`src/rtl/mux_lectura_registros.sv`:
```
// PicoBlaze input-port multiplexer for the RTC register file: snapshot groups with read locks.
// Optional lock auto-release enabled by defining MUX_LECTURA_LOCK_TIMEOUT_EN.
module mux_lectura_registros #(
  parameter int unsigned LOCK_TIMEOUT = 255,
  parameter logic [7:0]  PORT_STATUS  = 8'h02
) (
  input  logic       clk,
  input  logic       reset,
  input  logic [7:0] port_id,
  input  logic       read_strobe,
  input  logic       actualiza,
  input  logic       timer_fin,
  input  logic [7:0] seg_hora,
  input  logic [7:0] min_hora,
  input  logic [7:0] hora_hora,
  input  logic [7:0] dia_fecha,
  input  logic [7:0] mes_fecha,
  input  logic [7:0] jahr_fecha,
  input  logic [7:0] seg_timer,
  input  logic [7:0] min_timer,
  input  logic [7:0] hora_timer,
  output logic [7:0] in_port,
  output logic       flag_pendiente
);

  localparam logic [7:0] ADDR_H_FIRST = 8'h03;
  localparam logic [7:0] ADDR_H_LAST  = 8'h08;
  localparam logic [7:0] ADDR_T_FIRST = 8'h0A;
  localparam logic [7:0] ADDR_T_LAST  = 8'h0C;

  localparam logic LIBRE     = 1'b0;
  localparam logic BLOQUEADO = 1'b1;

  logic [7:0] snap_h_q [6];
  logic [7:0] snap_t_q [3];
  logic [7:0] live_h [6];
  logic [7:0] live_t [3];
  logic       lock_h_q, lock_h_d, lock_t_q, lock_t_d;
  logic       dato_nuevo_q, dato_nuevo_d, timer_fin_flag_q, timer_fin_flag_d;
  logic       take_h, take_t, rel_h, rel_t, rd_status, reload_h, reload_t;
  logic       timeout_h, timeout_t;
  logic [7:0] mux_data;

  assign live_h = '{seg_hora, min_hora, hora_hora, dia_fecha, mes_fecha, jahr_fecha};
  assign live_t = '{seg_timer, min_timer, hora_timer};

  // A group whose first and last address coincide never takes the lock.
  assign take_h    = read_strobe && (port_id == ADDR_H_FIRST) && (ADDR_H_FIRST != ADDR_H_LAST);
  assign take_t    = read_strobe && (port_id == ADDR_T_FIRST) && (ADDR_T_FIRST != ADDR_T_LAST);
  assign rel_h     = read_strobe && (port_id == ADDR_H_LAST);
  assign rel_t     = read_strobe && (port_id == ADDR_T_LAST);
  assign rd_status = read_strobe && (port_id == PORT_STATUS);

  // Taking the lock beats a coincident reload.
  assign reload_h = actualiza && (lock_h_q == LIBRE) && !take_h;
  assign reload_t = actualiza && (lock_t_q == LIBRE) && !take_t;

`ifdef MUX_LECTURA_LOCK_TIMEOUT_EN
  localparam logic [7:0] TIMEOUT_VAL = LOCK_TIMEOUT[7:0];
  logic [7:0] cnt_h_q, cnt_h_d, cnt_t_q, cnt_t_d;

  assign timeout_h = (cnt_h_q == TIMEOUT_VAL);
  assign timeout_t = (cnt_t_q == TIMEOUT_VAL);

  always_comb begin
    cnt_h_d = 8'h00;
    cnt_t_d = 8'h00;
    if (lock_h_d == BLOQUEADO && lock_h_q == BLOQUEADO && !take_h) cnt_h_d = cnt_h_q + 8'd1;
    if (lock_t_d == BLOQUEADO && lock_t_q == BLOQUEADO && !take_t) cnt_t_d = cnt_t_q + 8'd1;
  end

  always_ff @(posedge clk) begin
    if (reset) begin
      cnt_h_q <= 8'h00;
      cnt_t_q <= 8'h00;
    end else begin
      cnt_h_q <= cnt_h_d;
      cnt_t_q <= cnt_t_d;
    end
  end
`else
  logic unused_lock_timeout;
  assign unused_lock_timeout = ^LOCK_TIMEOUT;
  assign timeout_h = 1'b0;
  assign timeout_t = 1'b0;
`endif

  always_comb begin
    lock_h_d = lock_h_q;
    case (lock_h_q)
      LIBRE:     if (take_h) lock_h_d = BLOQUEADO;
      BLOQUEADO: if (rel_h || (timeout_h && !take_h)) lock_h_d = LIBRE;
      default:   lock_h_d = LIBRE;
    endcase
    lock_t_d = lock_t_q;
    case (lock_t_q)
      LIBRE:     if (take_t) lock_t_d = BLOQUEADO;
      BLOQUEADO: if (rel_t || (timeout_t && !take_t)) lock_t_d = LIBRE;
      default:   lock_t_d = LIBRE;
    endcase
  end

  // Set wins over clear-on-read.
  always_comb begin
    dato_nuevo_d     = reload_h  ? 1'b1 : (rd_status ? 1'b0 : dato_nuevo_q);
    timer_fin_flag_d = timer_fin ? 1'b1 : (rd_status ? 1'b0 : timer_fin_flag_q);
  end

  always_comb begin
    case (port_id)
      8'h03:       mux_data = snap_h_q[0];
      8'h04:       mux_data = snap_h_q[1];
      8'h05:       mux_data = snap_h_q[2];
      8'h06:       mux_data = snap_h_q[3];
      8'h07:       mux_data = snap_h_q[4];
      8'h08:       mux_data = snap_h_q[5];
      8'h0A:       mux_data = snap_t_q[0];
      8'h0B:       mux_data = snap_t_q[1];
      8'h0C:       mux_data = snap_t_q[2];
      PORT_STATUS: mux_data = {6'b0, dato_nuevo_q, timer_fin_flag_q};
      default:     mux_data = 8'h00;
    endcase
  end

  always_ff @(posedge clk) begin
    if (reset) begin
      for (int i = 0; i < 6; i++) snap_h_q[i] <= 8'h00;
      for (int i = 0; i < 3; i++) snap_t_q[i] <= 8'h00;
      lock_h_q         <= LIBRE;
      lock_t_q         <= LIBRE;
      dato_nuevo_q     <= 1'b0;
      timer_fin_flag_q <= 1'b0;
      flag_pendiente   <= 1'b0;
      in_port          <= 8'h00;
    end else begin
      if (reload_h) for (int i = 0; i < 6; i++) snap_h_q[i] <= live_h[i];
      if (reload_t) for (int i = 0; i < 3; i++) snap_t_q[i] <= live_t[i];
      lock_h_q         <= lock_h_d;
      lock_t_q         <= lock_t_d;
      dato_nuevo_q     <= dato_nuevo_d;
      timer_fin_flag_q <= timer_fin_flag_d;
      flag_pendiente   <= dato_nuevo_d | timer_fin_flag_d;
      in_port          <= mux_data;
    end
  end

endmodule
```
`config.mk`:
```
export PLATFORM = sky130hd
export DESIGN_NAME = mux_lectura_registros
export DESIGN_NICKNAME = d
export VERILOG_FILES = /design/src/rtl/mux_lectura_registros.sv
export SDC_FILE = /design/constraint.sdc
export NUM_CORES = 1
export LEC_CHECK = 0
export BUFFER_PORTS_ARGS = -buffer_cell sky130_fd_sc_hd__clkbuf_2
export CORE_ASPECT_RATIO = 0.9
export CORE_MARGIN = 2
export CORE_UTILIZATION = 31
export DETAILED_ROUTE_END_ITERATION = 16
export SLEW_MARGIN = 30
export SYNTH_ARGS = -nofsm -noshare
export SYNTH_HDL_FRONTEND = slang
export SYNTH_SLANG_ARGS = --single-unit
export TNS_END_PERCENT = 5
```
`constraint.sdc`:
```
create_clock -name clk -period 2.85 [get_ports clk]
set_input_delay 0.1425 -clock clk [delete_from_list [all_inputs] [get_ports clk]]
set_output_delay 0.1425 -clock clk [all_outputs]
set_load 0.005 [all_outputs]
```
# Yosys cells after proc, flatten, opt, wreduce, memory -nomap -nowiden
# Memories as Yosys holds them, arrays and structs flattened.
# Cells that the tools add are included.
[totals]
regBits = 13
latch_bits = 0
ramBits = 72
mem_bits_ro = 0
in_bits = 85
output_inout_bits = 9
elab_cells = 69
memories = 2
[memory_table]
columns = ["name", "depth", "word_bits", "read_ports", "rd_clocked_by_memory_dff", "wr", "line", "text"]
rows = [
  ["snap_h_q", 6, 8, 6, 0, 6, "34", "logic [7:0] snap_h_q [6];"],
  ["snap_t_q", 3, 8, 3, 0, 3, "35", "logic [7:0] snap_t_q [3];"],
]
[op_classes]
addsub = 0
multipliers = 0
div_mod_pow = 0
n_lt_le_gt_ge = 0
eq_ne = 10
shifts = 0
mux = 28
n_bitwise = 12
reduce_logical = 11
[op_table]
columns = ["operator", "count"]
rows = [
  ["8-bit case mux with 10 select lines", 1],
  ["8-bit 2-to-1 mux", 9],
  ["8-bit by 3-bit equality test with 1-bit output (second input constant)", 4],
  ["8-bit by 4-bit equality test with 1-bit output (second input constant)", 4],
  ["8-bit by 2-bit equality test with 1-bit output (second input constant)", 2],
  ["1-bit 2-to-1 mux", 16],
  ["1-bit OR", 10],
  ["1-bit logical AND", 9],
  ["1-bit case mux with 2 select lines", 2],
  ["1-bit zero test", 2],
  ["1-bit NOT", 2],
]

# Logic depth before layout (Yosys ltp)
[depth]
depth_word = 8
depth_mapped = 6
mapped_depth_nobuf = 4

# Worst setup path before layout
# OpenSTA, ideal clock, no wires.
[synth_path]
path_type = "input -> register"
start = "input port port_id[5]"
end = "memory snap_h_q[0][0] (enable)"
setup_ns = 0.584
t_arrival_ns = 1.997
required_ns = 2.266
path_slack_ns = 0.269
path_stages = 5
n_path_buf = 1
path_cell_list = "or4_4 buf_6 nor4_4 a21o_1 nand2_1"
[synth_rtl]
columns = ["item", "line", "text"]
rows = [
  ["start: declaration", "9", "input logic [7:0] port_id,"],
  ["end: declaration", "34", ""],
]

==> flow_summary.ini <==
[power]
leakage_nw = 2.001
vdd_drop_max_uv = 308.7
total_power_mw = 3.035
powerDensity_nw_per_um2 = 615.7

[timing]
worst_pin_slew_ns = 0.8616
fin_skew_ns = 0.01007
slew_viol_final = 0
tns_ns = 0
fmax_mhz = 527.3
setup_viol = 0
whs_ns = 0.03775
rsz0062_at_grt = false
final-hold-violation-count = 0
fin_ws_ns = 0.9536
slew_headroom_pct = 42.56
period_minus_slack_ns = 1.896
period_share_pct = 66.54

[global_routing]
grt_pass1_vias = 2765
antenna_found_initial = 0
overflow = 0
grt_start_max_net_pins = 37
grt_pass1_wl_um = 14770
grt.total_usage_pct = 14.58

[clocking]
cts_resized = 0
cts_buffer_depth = 2
clk_pin_slew_ns = 0.06
cts_root_buffer = clkbuf_16
clock_latency_ns = 0.34
holdBufCountCts = 0
cts_max_level = 3
clock-sinks = 85
cts_tree = built
cts_setup_buffers = 0
numCtsBuffers = 9

[die]
start_util_pct = 32.16
dieArea_um2 = 13540
die_x_um = 122.5
ioPinCount = 94
core_area_um2 = 12170
dieHeight_um = 110.6
core.rowCount = 38

[route]
via_per_inst = 4.784
totalWireLength_um = 9469
antenna_left = 0
post_drt_wl_per_cell_um = 16.64
vias = 2722
drtPass1Iterations = 4
drtIter0Drc = 126
drc_errors = 0

[worst_setup_path]
r2r-end = snap_h_q[3][3]
reg2reg_depth = 4
critPathMaxFanout = 34
cp.required_ns = 2.89
endpoint_kind = register
cp-startpoint = port_id[5]
reg2reg_from = lock_h_q
cp_cell_sequence = clkbuf_2, or4_4, nor4_4, a21o_1, nand2_2, buf_4
cp-endpoint = snap_h_q[3][3]
cp-start-kind = primary input
slowest_delay_ns = 0.60
critPathKind = in -> reg
crit_path_top_delay_cell = or4_4
arrival_ns = 1.94
rrSetupSlack_ns = 1.03

[synth]
ys_seq_area_share_pct = 61.87
post_synth.cell_area_avg_um2 = 12.59
ys_seq_elements = 85
synth_top_cell_area_share_pct = 55.23
yosys.area.top_type = edfxtp_1
syn-num-nets = 396
netlist_area_um2 = 3915
ys_types = 45
syn_inst = 311
ys_warn_count = 0
yosys-top-cells-area = edfxtp_1 (55%), and2_1 (12%), dfxtp_1 (6.6%)

[finish]
drive_gt1_share_pct = 33.01
area_growth_pct = 25.92
final_common_cell = clkbuf_2
final_cell_mix = clkbuf_2 (93), and2_1 (72), edfxtp_1 (72)
diodes = 0
fillCellCount = 1183
layout.nets = 489
final_cells = 569

[job]
drv_cap = 0

[placement]
dp_slack_ns = 0.5943
gp_congestion = 0.8378
io_buffer_count = 93
place_inst = 553
dp_hpwl_um = 6889

[min_path]
hold_class = in -> reg

[status]
status = finished, final reports clean
[synth_stat cells, drive strengths merged]
library cell  instances
a31o                  2
a211o                 2
nor3b                 1
nor4                  4
buf                  10
a21boi                2
o2bb2ai               3
mux2i                12
nand2                 7
o21ai                 5
edfxtp               72
inv                   2
o21bai                1
a41oi                 1
mux2                  8
a2bb2o                1
a31oi                 4
nor2b                 4
a311oi                3
a2bb2oi               1
a221oi                1
or2                   1
nand4                 3
nand3                 6
nor2                 12
a2111o                1
a21oi                15
clkbuf               12
a21o                  1
or4                   1
nand4b                1
nor3                  2
nand2b                2
dfxtp                13
a22o                  6
and2                 72
or3b                  1
and3                  5
a22oi                 1
nand3b               10
[cells by family (layout without fill, tap and decap cells)]
group / after synthesis / in the layout / synth area share, %
muxes: 20 / 20 / 5.369
and+or+nand+nor: 132 / 132 / 20.61
DFF: 85 / 85 / 61.87
buffers and inverters: 24 / 122 / 2.844
AOI/OAI and AO/OA: 50 / 50 / 9.300
[worst max-delay path, delay by kind of cell]
family / cells / cell delay, ns
compound gates: 1 / 0.18
buf+inv: 2 / 0.45
simple gates: 3 / 1.14
[registers in the layout (all words and copies together), names as in the netlist]
register	cells
timer_fin_flag_q	1
in_port	8
lock_t_q	1
flag_pendiente	1
dato_nuevo_q	1
snap_t_q	24
snap_h_q	48
lock_h_q	1
[where the power goes]
| part | switching [mW] | internal, mW | total, mW |
|---|---|---|---|
| sequential | 0.0270 | 1.44 | 1.47 |
| combinational | 0.138 | 0.123 | 0.261 |
| clock | 0.450 | 0.852 | 1.30 |
[metrics by stage]
stage | cell area [µm²] | utilization (%)
final | 4930 | 40.50
after global routing | 4930 | 40.50
after CTS | 4930 | 40.50
after detailed placement | 4598 | 37.78
after global placement | 4598 | 37.78
after floorplan | 3915 | -
[how the worst min path moves through the flow]
stage / startpoint / end / slack (ns) / cells past startpoint
3_5_place_dp: timer_fin / timer_fin_flag_q / 0.37 / 3
6_report: timer_fin / timer_fin_flag_q / 0.04 / 3
4_1_cts: timer_fin / timer_fin_flag_q / 0.03 / 3
5_1_grt: timer_fin / timer_fin_flag_q / 0.06 / 3
2_1_floorplan: reset / lock_h_q / 0.21 / 1
3_3_place_gp: timer_fin / timer_fin_flag_q / 0.37 / 3
[metal layers]
layer / global-route usage [%] / wire (µm)
met1: 20.36 / 4350
met2: 20.85 / 4169
met3: 3.977 / 708
met4: 6.743 / 241
met5: 0 / 0
[final cells by class]
type	instances	area [µm²]	area share (%)
Sequential cell	85	2422	49.14
Multi-Input combinational cell	202	1408	28.55
Timing Repair Buffer	104	560.5	11.37
Clock buffer	11	232.7	4.721
Tap cell	160	200.2	4.061
Clock inverter	5	98.84	2.005
Inverter	2	7.507	0.1523
No activity file was read; power rests on OpenSTA's default activity.
